==> config.mk <==
export PLATFORM = sky130hd
export DESIGN_NAME = min_queue_drv
export DESIGN_NICKNAME = d
export VERILOG_FILES = /design/src/rtl/min_queue_pkg.sv /design/src/rtl/key_order_chk.sv /design/src/rtl/min_queue_drv.sv
export SDC_FILE = /design/constraint.sdc
export NUM_CORES = 1
export LEC_CHECK = 0
export CORE_UTILIZATION = 38
export DETAILED_ROUTE_END_ITERATION = 10
export PLACE_DENSITY = 0.78
export SYNTH_ARGS = -nofsm -noshare
export SYNTH_HDL_FRONTEND = slang
export SYNTH_SLANG_ARGS = --single-unit
export TNS_END_PERCENT = 10
==> constraint.sdc <==
create_clock -name clk -period 3.2 [get_ports clk]
set_clock_uncertainty 0.15 [all_clocks]
set_input_delay 0.48 -clock clk [delete_from_list [all_inputs] [get_ports clk]]
set_output_delay 0.48 -clock clk [all_outputs]
set_load 0.01 [all_outputs]
==> src/rtl/min_queue_pkg.sv <==
// Shared types and constants for the min-queue driver and queue.
// Record layout: key in the upper bits, payload below.
package min_queue_pkg;

    localparam int REC_W   = 48;
    localparam int KEY_MSB = 47;
    localparam int KEY_LSB = 32;
    localparam int KEY_W   = KEY_MSB - KEY_LSB + 1;
    localparam int Q_DEPTH = 1024;
    localparam int CNT_W   = 11;

    typedef logic [REC_W-1:0] rec_t;
    typedef logic [KEY_W-1:0] key_t;

    typedef enum logic {
        FILL  = 1'b0,
        DRAIN = 1'b1
    } drv_state_t;

    function automatic key_t rec_key(input rec_t r);
        return r[KEY_MSB:KEY_LSB];
    endfunction

endpackage

==> src/rtl/key_order_chk.sv <==
// Checks that popped keys come out non-decreasing within a batch.
// The first pop of each batch only seeds the previous key.
module key_order_chk
    import min_queue_pkg::*;
(
    input  logic clk,
    input  logic rst_b,
    input  logic batch_start,
    input  logic pop,
    input  key_t key,
    output logic order_err
);

    key_t prev_key;
    logic first;

    // Track previous key and raise a sticky error on a decrease
    always_ff @(posedge clk or posedge rst_b) begin
        if (rst_b) begin
            prev_key  <= '0;
            first     <= 1'b1;
            order_err <= 1'b0;
        end else begin
            if (pop) begin
                prev_key <= key;
                first    <= 1'b0;
                if (!first && (key < prev_key))
                    order_err <= 1'b1;
            end else if (batch_start) begin
                first <= 1'b1;
            end
        end
    end

endmodule

==> src/rtl/min_queue_drv.sv <==
// Batch sorter driver: fills a min-queue from an upstream stream,
// then drains it in key order to a registered downstream stream.
module min_queue_drv
    import min_queue_pkg::*;
(
    input  logic             clk,
    input  logic             rst_b,
    input  logic             in_valid,
    output logic             in_ready,
    input  logic [REC_W-1:0] in_record,
    input  logic             in_last,
    output logic             out_valid,
    input  logic             out_ready,
    output logic [REC_W-1:0] out_record,
    output logic             out_last,
    output logic             q_push,
    output logic [REC_W-1:0] q_push_record,
    input  logic             q_full,
    input  logic             q_push_wait,
    output logic             q_pop,
    input  logic [REC_W-1:0] q_pop_record,
    input  logic             q_empty,
    input  logic             q_min_valid,
    output logic             busy,
    output logic             order_err,
    output logic [CNT_W-1:0] batch_cnt
);

    drv_state_t       state;
    logic [CNT_W-1:0] rem;
    logic             holdoff;
    logic             accept;
    logic             batch_start;
    logic             out_fire;
    key_t             pop_key;

    assign in_ready = (state == FILL) && !q_full && !q_push_wait
                      && (batch_cnt < CNT_W'(Q_DEPTH));
    assign accept        = in_valid && in_ready;
    assign batch_start   = accept && in_last;
    assign q_push        = accept;
    assign q_push_record = in_record;

    // holdoff hides the queue's min_valid for the cycle after a pop,
    // when it still reflects the pre-pop contents
    assign q_pop = (state == DRAIN) && q_min_valid && !q_empty
                   && (rem != '0) && !holdoff
                   && (!out_valid || out_ready);

    assign out_fire = out_valid && out_ready;
    assign busy     = (state == DRAIN);
    assign pop_key  = rec_key(q_pop_record);

    // Fill/drain sequencing with registered downstream outputs
    always_ff @(posedge clk or posedge rst_b) begin
        if (rst_b) begin
            state      <= FILL;
            batch_cnt  <= '0;
            rem        <= '0;
            holdoff    <= 1'b0;
            out_valid  <= 1'b0;
            out_last   <= 1'b0;
            out_record <= '0;
        end else begin
            holdoff <= q_pop;
            unique case (state)
                FILL: begin
                    if (accept) begin
                        batch_cnt <= batch_cnt + 1'b1;
                        if (in_last) begin
                            state <= DRAIN;
                            rem   <= batch_cnt + 1'b1;
                        end
                    end
                end
                DRAIN: begin
                    if (q_pop) begin
                        out_record <= q_pop_record;
                        out_valid  <= 1'b1;
                        out_last   <= (rem == CNT_W'(1));
                        rem        <= rem - 1'b1;
                    end else if (out_fire) begin
                        out_valid <= 1'b0;
                        out_last  <= 1'b0;
                        if (out_last && (rem == '0)) begin
                            state     <= FILL;
                            batch_cnt <= '0;
                        end
                    end
                end
                default: state <= FILL;
            endcase
        end
    end

    key_order_chk u_chk (
        .clk         (clk),
        .rst_b       (rst_b),
        .batch_start (batch_start),
        .pop         (q_pop),
        .key         (pop_key),
        .order_err   (order_err)
    );

endmodule

# Word level (Yosys, flattened, before mapping)
# Cells that the tools add are included.
# Widths: inputs -> output; s select.
# totals
in_bits	105
mem_count	0
romBits	0
output_inout_bits	114
latch_bits	0
reg_bits	92
elab_cells	71
ramBits	0
# classes
n_eq_ne	7
multipliers	0
n_mux	20
n_lt_le_gt_ge	2
n_addsub	2
shift	0
n_reduce_logical	29
div	0
bitwise	1
# op_table
op	count
$mux 11	7
$pmux 11 s2	2
$lt 16x16->1	1
$logic_and 1x1->1	13
$add 11x1->11 const B	1
$eq 11x1->1 const B	1
$logic_not 11->1	1
$lt 11x11->1 const B	1
$reduce_bool 11->1	1
$sub 11x1->11 const B	1
$mux 1	10
$ne 2x2->1 const B	4
$logic_not 1->1	6
$reduce_and 2->1	3
$ne 2x1->1 const B	2
$reduce_and 4->1	1
$reduce_bool 2->1	2
$reduce_and 3->1	1
$pmux 1 s2	1
$logic_or 1x1->1	1
$not 1->1	1

# Longest topological paths before layout
# Gate-level depths: netlist of the first run.
# logic_depth
word_depth	8
mapped_depth	9
ltp_nobuf	7

# Cells and area by module
# From an unflattened synthesis of the first run, not the netlist that was laid out.
# unflattened
cells_unflattened	446
area_unflattened_um2	4858.4
# modules_own_cells
module	instances	cells_each	seq_area_each_um2	area_per_inst_um2
min_queue_drv	1	336	1851.8	3842.4
key_order_chk	1	110	451.7	1016.0

# Worst setup path after synthesis of the first run
# Ideal clock, no wire load.
# synth_path
kind	input -> output
from	in q_empty
to	out q_pop
required_time_ns	2.570
n_path_buf	2
cell_stages	6
slack_ns	1.033
arrival_time_ns	1.537
cell_sequence	nor2_1 o2111a_1 nand2_1 inv_2 buf_2 buf_2
# synth_between
elab_chain_len	5
# synth_rtl
element	line	text
start: declaration	min_queue_drv.sv:22	input logic q_empty,
$logic_not 1->1	min_queue_drv.sv:46	assign q_pop = (state == DRAIN) && q_min_valid && !q_empty
$logic_and 1x1->1	min_queue_drv.sv:46	
$logic_and 1x1->1 (2 in series)	min_queue_drv.sv:47	&& (rem != '0) && !holdoff
$logic_and 1x1->1	min_queue_drv.sv:48	&& (!out_valid || out_ready);
end: declaration	min_queue_drv.sv:20	output logic q_pop,
# No other way between the ends.

# Worst setup path after layout of the first run
# layout_path
from	in q_full
to	out q_push
# layout_between
elab_chain_len	5
# layout_rtl
element	line	text
start: declaration	min_queue_drv.sv:18	input logic q_full,
$logic_not 1->1	min_queue_drv.sv:37	assign in_ready = (state == FILL) && !q_full && !q_push_wait
$logic_and 1x1->1 (2 in series)	min_queue_drv.sv:37	
$logic_and 1x1->1	min_queue_drv.sv:38	&& (batch_cnt < CNT_W'(Q_DEPTH));
$logic_and 1x1->1	min_queue_drv.sv:39	assign accept = in_valid && in_ready;
end: declaration	min_queue_drv.sv:16	output logic q_push,
# No other way between the ends.

==> results.yml, run 1 <==
critical_path:
  crit_required_ns: 2.57
  start_kind: "input port"
  cp_slowest_stage_delay_ns: 0.54
  path_cells: "clkdlybuf4s50_1, nor4_4, nand2_1, inv_2, clkdlybuf4s50_1"
  cpMostUsedCell: "clkdlybuf4s50_1"
  timing_worst_setup_path_type: "in2out"
  cp_num_buf_inv: 3
  endpoint_kind: "primary output"
  arrival_ns: 2.19
  crit_family: "buffers and inverters"
  critPathMaxFanout: 10
  worst_path_max_delay_cell: "clkdlybuf4s50_1"
grt:
  grt_pass1_vias: 3924
  grt_use_total: 0.1847
  antenna_found_initial: 0
  grt_pass1_wl_mm: 18.62
  gr-total-overflow: 0
  grt_max_degree: 70
run:
  cap_violations: 0
place:
  dp.cells: 725
  place.port_buffers: 122
  place_congestion: 0.8476
  hpwl_mm: 8.107
cells_and_area:
  antennaDiodeCount: 0
  drive_gt1_frac: 0.05724
  stdcell_count: 741
  fin_nets: 713
  area_delta_synth_final_pct: 27.50
hold_path:
  holdCritPathClass: "in2async"
synthesis:
  ys_ff_latch: 92
  syn_inst: 516
  synth_edf_count: 0
  synth-main-ff-cell: "dfrtp_1"
  ys_seq_area_frac: 0.4905
  avgSynthCellArea_um2: 9.100
  synth_cell_type_count: 48
  ys.warnings.count: 0
  synth.net_count: 640
  syn-cell-area_um2: 4696
  synthArstFlopShare: 1.000
sta:
  hold_ws_ns: 0.2474
  slew_headroom: 0.5415
  setup_violations: 0
  worst-slew-pin-transition_ns: 0.6878
  clock.fmax_mhz: 354.9
  finalHoldViolations: 0
  finalMaxSlewViolations: 0
  fin_crit_sh: 0.8804
  rsz0062_at_grt: "no"
  finalSetupTns_ns: 0
  min_period_ns: 2.817
run_status:
  status: "complete, no violations"
clocking:
  cts_tree: "built"
  cts-root-buf: "clkbuf_16"
  cts_buffers: 9
  htreeDepth: 3
  postCtsSetupRepairBufs: 0
  clk_latency_ns: 0.34
  clock_path_buffers: 2
  clock-sinks: 92
  clk_pin_slew_ns: 0.06
  cts_resized: 0
  cts_hold_buf: 0
route:
  drc: 0
  wirelength_mm: 11.33
  viasPerCell: 5.194
  postRouteAntennaNets: 0
  drtPass1Iterations: 4
  vias: 3849
  avgRoutedWirePerCell_um: 15.28
  first_iter_violations: 198
power:
  ir_drop_v: 0.0004072
  power_per_cell_area_nw_per_um2: 793.0
  total_leakage_power_nw: 2.802
die:
  die_w_um: 113.2
  die_height_um: 113.2
  rows: 40
  core_um2: 12010
  io-pin-count: 219
  start_util: 0.3909
  die-area_um2: 12810
layer usage:
metal | GRT usage | vias to the layer above | routed length (um)
li1 | - | 1833 | -
met2 | 0.2990 | 171 | 5502
met3 | 0.06481 | 36 | 983
met4 | 0.09386 | 0 | 320
met1 | 0.2174 | 1809 | 4519
met5 | 0 | - | 0
through the flow:
stage / area (um2) / util / power, mW / setup WS, ns
after global routing: 5987 / 0.4984 / 5.075 / 0.2930
after detailed placement: 5709 / 0.4753 / 3.760 / 0.3916
final: 5987 / 0.4984 / 4.747 / 0.3827
after floorplan: 4696 / - / 2.878 / 0.1797
after global placement: 5709 / 0.4753 / 3.674 / 0.4231
after CTS: 5987 / 0.4984 / 4.791 / 0.3810
synthesized netlist by cell type (all sizes together), types with 2 or more instances:
library cell  instances  area share
inv                  27       0.022
buf                  56       0.088
and4                  6       0.011
mux2i                 4      0.0085
o31ai                 3      0.0048
nor3b                 3      0.0048
a31oi                 5      0.0067
nand4                10       0.015
dfrtp                91        0.48
xnor2                 4      0.0075
a31o                  2      0.0037
a21o                  6      0.0096
nand2               161        0.13
a211oi                2      0.0032
clkbuf               10      0.0080
nand2b                2      0.0027
ha                   19       0.051
xor2                  4      0.0075
nor3                  8       0.011
o32ai                 3      0.0056
and3                  3      0.0040
o21ai                27       0.029
a21oi                 9       0.010
a222oi                3      0.0064
nor2                 16       0.013
nand3                11       0.012
o211ai                4      0.0064
o21a                  4      0.0064
final cells by class:
type	instances	area, um2
Tap cell	147	183.9
Timing Repair Buffer	128	1279
Sequential cell	92	2303
Fill cell	1091	6025
Clock inverter	5	35.03
Inverter	28	106.4
Clock buffer	11	242.7
Multi-Input combinational cell	330	1837
cell families (layout without fill, tap and decap cells):
family,after synthesis,after routing,share of synthesized area
AND/OR/NAND/NOR,223,223,0.2089
buffers and inverters,94,172,0.1188
flip-flops,92,92,0.4905
AO/OA/AOI/OAI,76,76,0.1077
adder cells (fa/ha/maj),19,19,0.05063
XOR/XNOR,8,8,0.01492
multiplexers,4,4,0.008527
cells in the final DEF (no fill, tap or decap), drive strengths merged, types with 3 or more instances in the layout:
cell             n
ha              19
nand4           10
nor2            16
clkinv           4
and4             6
buf              6
mux2i            4
nor3b            3
inv             28
o31ai            3
o21a             4
nor3             8
and3             3
a21o             6
nand3           11
o211ai           4
nand2          161
dfrtp           91
o32ai            3
o21ai           27
a21oi            9
xor2             4
a222oi           3
xnor2            4
clkbuf          11
clkdlybuf4s50  122
a31oi            5
final timing paths:
path / depth (start not counted) / slack, ns / to / from
min in group clk: 2 / 0.33 / out_record[20] / out_record[20]
worst min register to register: 2 / 0.33 / out_record[20] / out_record[20]
max in group asynchronous: 3 / 1.88 / u_chk.first / rst_b
worst max-delay path: 5 / 0.38 / q_push / q_full
worst min-delay path: 2 / 0.25 / out_record[31] / rst_b
worst max register to register: 5 / 0.77 / rem[8] / rem[3]
state kept, by name, indices dropped and copies added, names as in the netlist:
name,count
u_chk.order_err,1
out_record,48
u_chk.prev_key,16
busy,1
out_last,1
u_chk.first,1
batch_cnt,11
rem,11
holdoff,1
out_valid,1
report_power, final:
| part | switching, mW | internal [mW] |
|---|---|---|
| Combinational | 0.901 | 0.954 |
| Sequential | 0.291 | 1.59 |
| Clock | 0.458 | 0.551 |
| Total | 1.65 | 3.10 |
(Power assumes the default switching activity.)
==> inputs of run 2 (changes only) <==
CORE_MARGIN = 10   (was default)
==> run 2 against run 1 <==
  * Routed wire length is 7.5% higher
  * Worst hold slack better by 0.078 ns
  * Combinational power hardly changed
  * Design area is 0.71% higher
  * Power is 0.68% higher
  * Core utilization is 0.15 points higher
  * Via count is 0.31% lower
  * Global-route usage is 4.6 points lower
  * Highest routed layer unchanged
  * Register-to-register slack better by 0.04 ns
  * Non-clock buffer count stayed put
  * Critical path depth is 1 higher
  * Die area is 34% higher
==> results.yml, run 2 (synthesized netlist as in run 1, its figures left out) <==
route:
  wirelength_mm: 12.18
  vias: 3837
  first_iter_violations: 215
  viasPerCell: 5.035
  postRouteAntennaNets: 0
  avgRoutedWirePerCell_um: 15.98
  drtPass1Iterations: 4
  drc: 0
critical_path:
  crit_required_ns: 2.57
  r2r_slack_ns: 0.81
  critPathMaxFanout: 6
  crit_path_end: "q_pop"
  start_kind: "input port"
  endpoint_kind: "primary output"
  reg2reg_to: "rem[8]"
  reg2reg_from: "rem[3]"
  crit_start: "q_empty"
  timing_worst_setup_path_type: "in2out"
  reg2regPathDepth: 5
  arrival_ns: 2.14
sta:
  setup_ws_ns: 0.4338
  finalMaxSlewViolations: 0
  fin_crit_sh: 0.8644
  min_period_ns: 2.766
  worst-slew-pin-transition_ns: 0.7569
  setup_violations: 0
  finalHoldViolations: 0
  finalSetupTns_ns: 0
  slew_headroom: 0.4948
  rsz0062_at_grt: "no"
  clock.fmax_mhz: 361.5
grt:
  antenna_found_initial: 0
  gr-total-overflow: 0
  grt_use_total: 0.1388
  grt_pass1_wl_mm: 20.13
  grt_pass1_vias: 3990
  grt_max_degree: 70
place:
  hpwl_mm: 9.005
  dp.cells: 746
  place_congestion: 0.8720
  place.port_buffers: 122
  place_ws_ns: 0.4275
  postPlaceCellArea_um2: 5736
cells_and_area:
  reg_top3: "out_record: 48 flops, u_chk.prev_key: 16 flops"
  antennaDiodeCount: 0
  drive_gt1_frac: 0.05892
  layout_commonest_cell: "nand2_1"
  largest_reg_flops: 48
  layout_common_cells: "160 x nand2_1, 122 x clkdlybuf4s50_1, 91 x dfrtp_1, 24 x inv_1, 20 x o21ai_1"
  regMostFlops: "out_record"
  stdcell_count: 762
  area_delta_synth_final_pct: 28.40
  stdcell_area_um2: 6030
  fin_nets: 713
die:
  die-area_um2: 17200
  start_util: 0.3893
  core_um2: 12060
  die_height_um: 131.2
  io-pin-count: 219
  die_w_um: 131.2
  rows: 40
clocking:
  cts-root-buf: "clkbuf_16"
  cts_tree: "built"
  cts_resized: 0
  postCtsSetupRepairBufs: 0
  clk_pin_slew_ns: 0.07
  clk_latency_ns: 0.34
  cts_buffers: 9
  clock_path_buffers: 2
  cts_hold_buf: 0
  clock-sinks: 92
  htreeDepth: 3
run_status:
  status: "complete, no violations"
power:
  power_per_cell_area_nw_per_um2: 792.7
  total_leakage_power_nw: 2.803
  ir_drop_v: 0.0003839
hold_path:
  holdCritPathClass: "reg2reg"
run:
  cap_violations: 0
==> run 2: worst min path at each step <==
stage,slack [ns],to,start,depth (start not counted)
after floorplan,0.30,u_chk.prev_key[0],u_chk.prev_key[0],2
after CTS,0.33,out_record[18],out_record[18],2
final,0.33,out_record[41],out_record[41],2
after detailed placement,0.31,out_record[31],out_record[31],2
after global placement,0.31,out_record[17],out_record[17],2
after global routing,0.35,out_record[17],out_record[17],2
==> run 2: area by class of cell <==
cell class / instances / area (um2)
fill: 1105 / 6032
timing repair buffer: 128 / 1279
clock inverter: 5 / 41.29
inverter: 28 / 106.4
sequential: 92 / 2303
clock buffer: 11 / 252.7
tap: 168 / 210.2
multi-input combinational: 330 / 1837
==> run 2: critical path, stage by stage <==
cell and delay [ns]:
clkdlybuf4s50_1 0.40, nor2_1 0.14, o2111a_1 0.37, nand2_2 0.12, inv_2 0.07, clkdlybuf4s50_1 0.55
==> run 2: per-stage QoR <==
stage | hold slack (ns) | util | power, mW
3_5_place_dp | 0.3123 | 0.4755 | 3.776
3_3_place_gp | 0.3075 | 0.4755 | 3.706
4_1_cts | 0.3340 | 0.4999 | 4.840
2_1_floorplan | 0.2969 | - | 2.878
6_report | 0.3256 | 0.4999 | 4.780
5_1_grt | 0.3488 | 0.4999 | 5.132
==> run 2: routing by layer <==
metal,track usage,wire length (um),share of wire,vias to the layer above
li1,-,-,-,1832
met1,0.1546,4902,0.40,1824
met2,0.2271,5850,0.48,156
met3,0.05640,1173,0.096,25
met4,0.06375,253,0.021,0
met5,0,0,0,-
==> run 2: where the power goes <==
part | leakage (nW) | total [mW] | switching (mW) | internal (mW)
Clock | 0.139 | 1.04 | 0.464 | 0.576
Sequential | 1.15 | 1.89 | 0.295 | 1.59
Combinational | 1.51 | 1.85 | 0.901 | 0.952
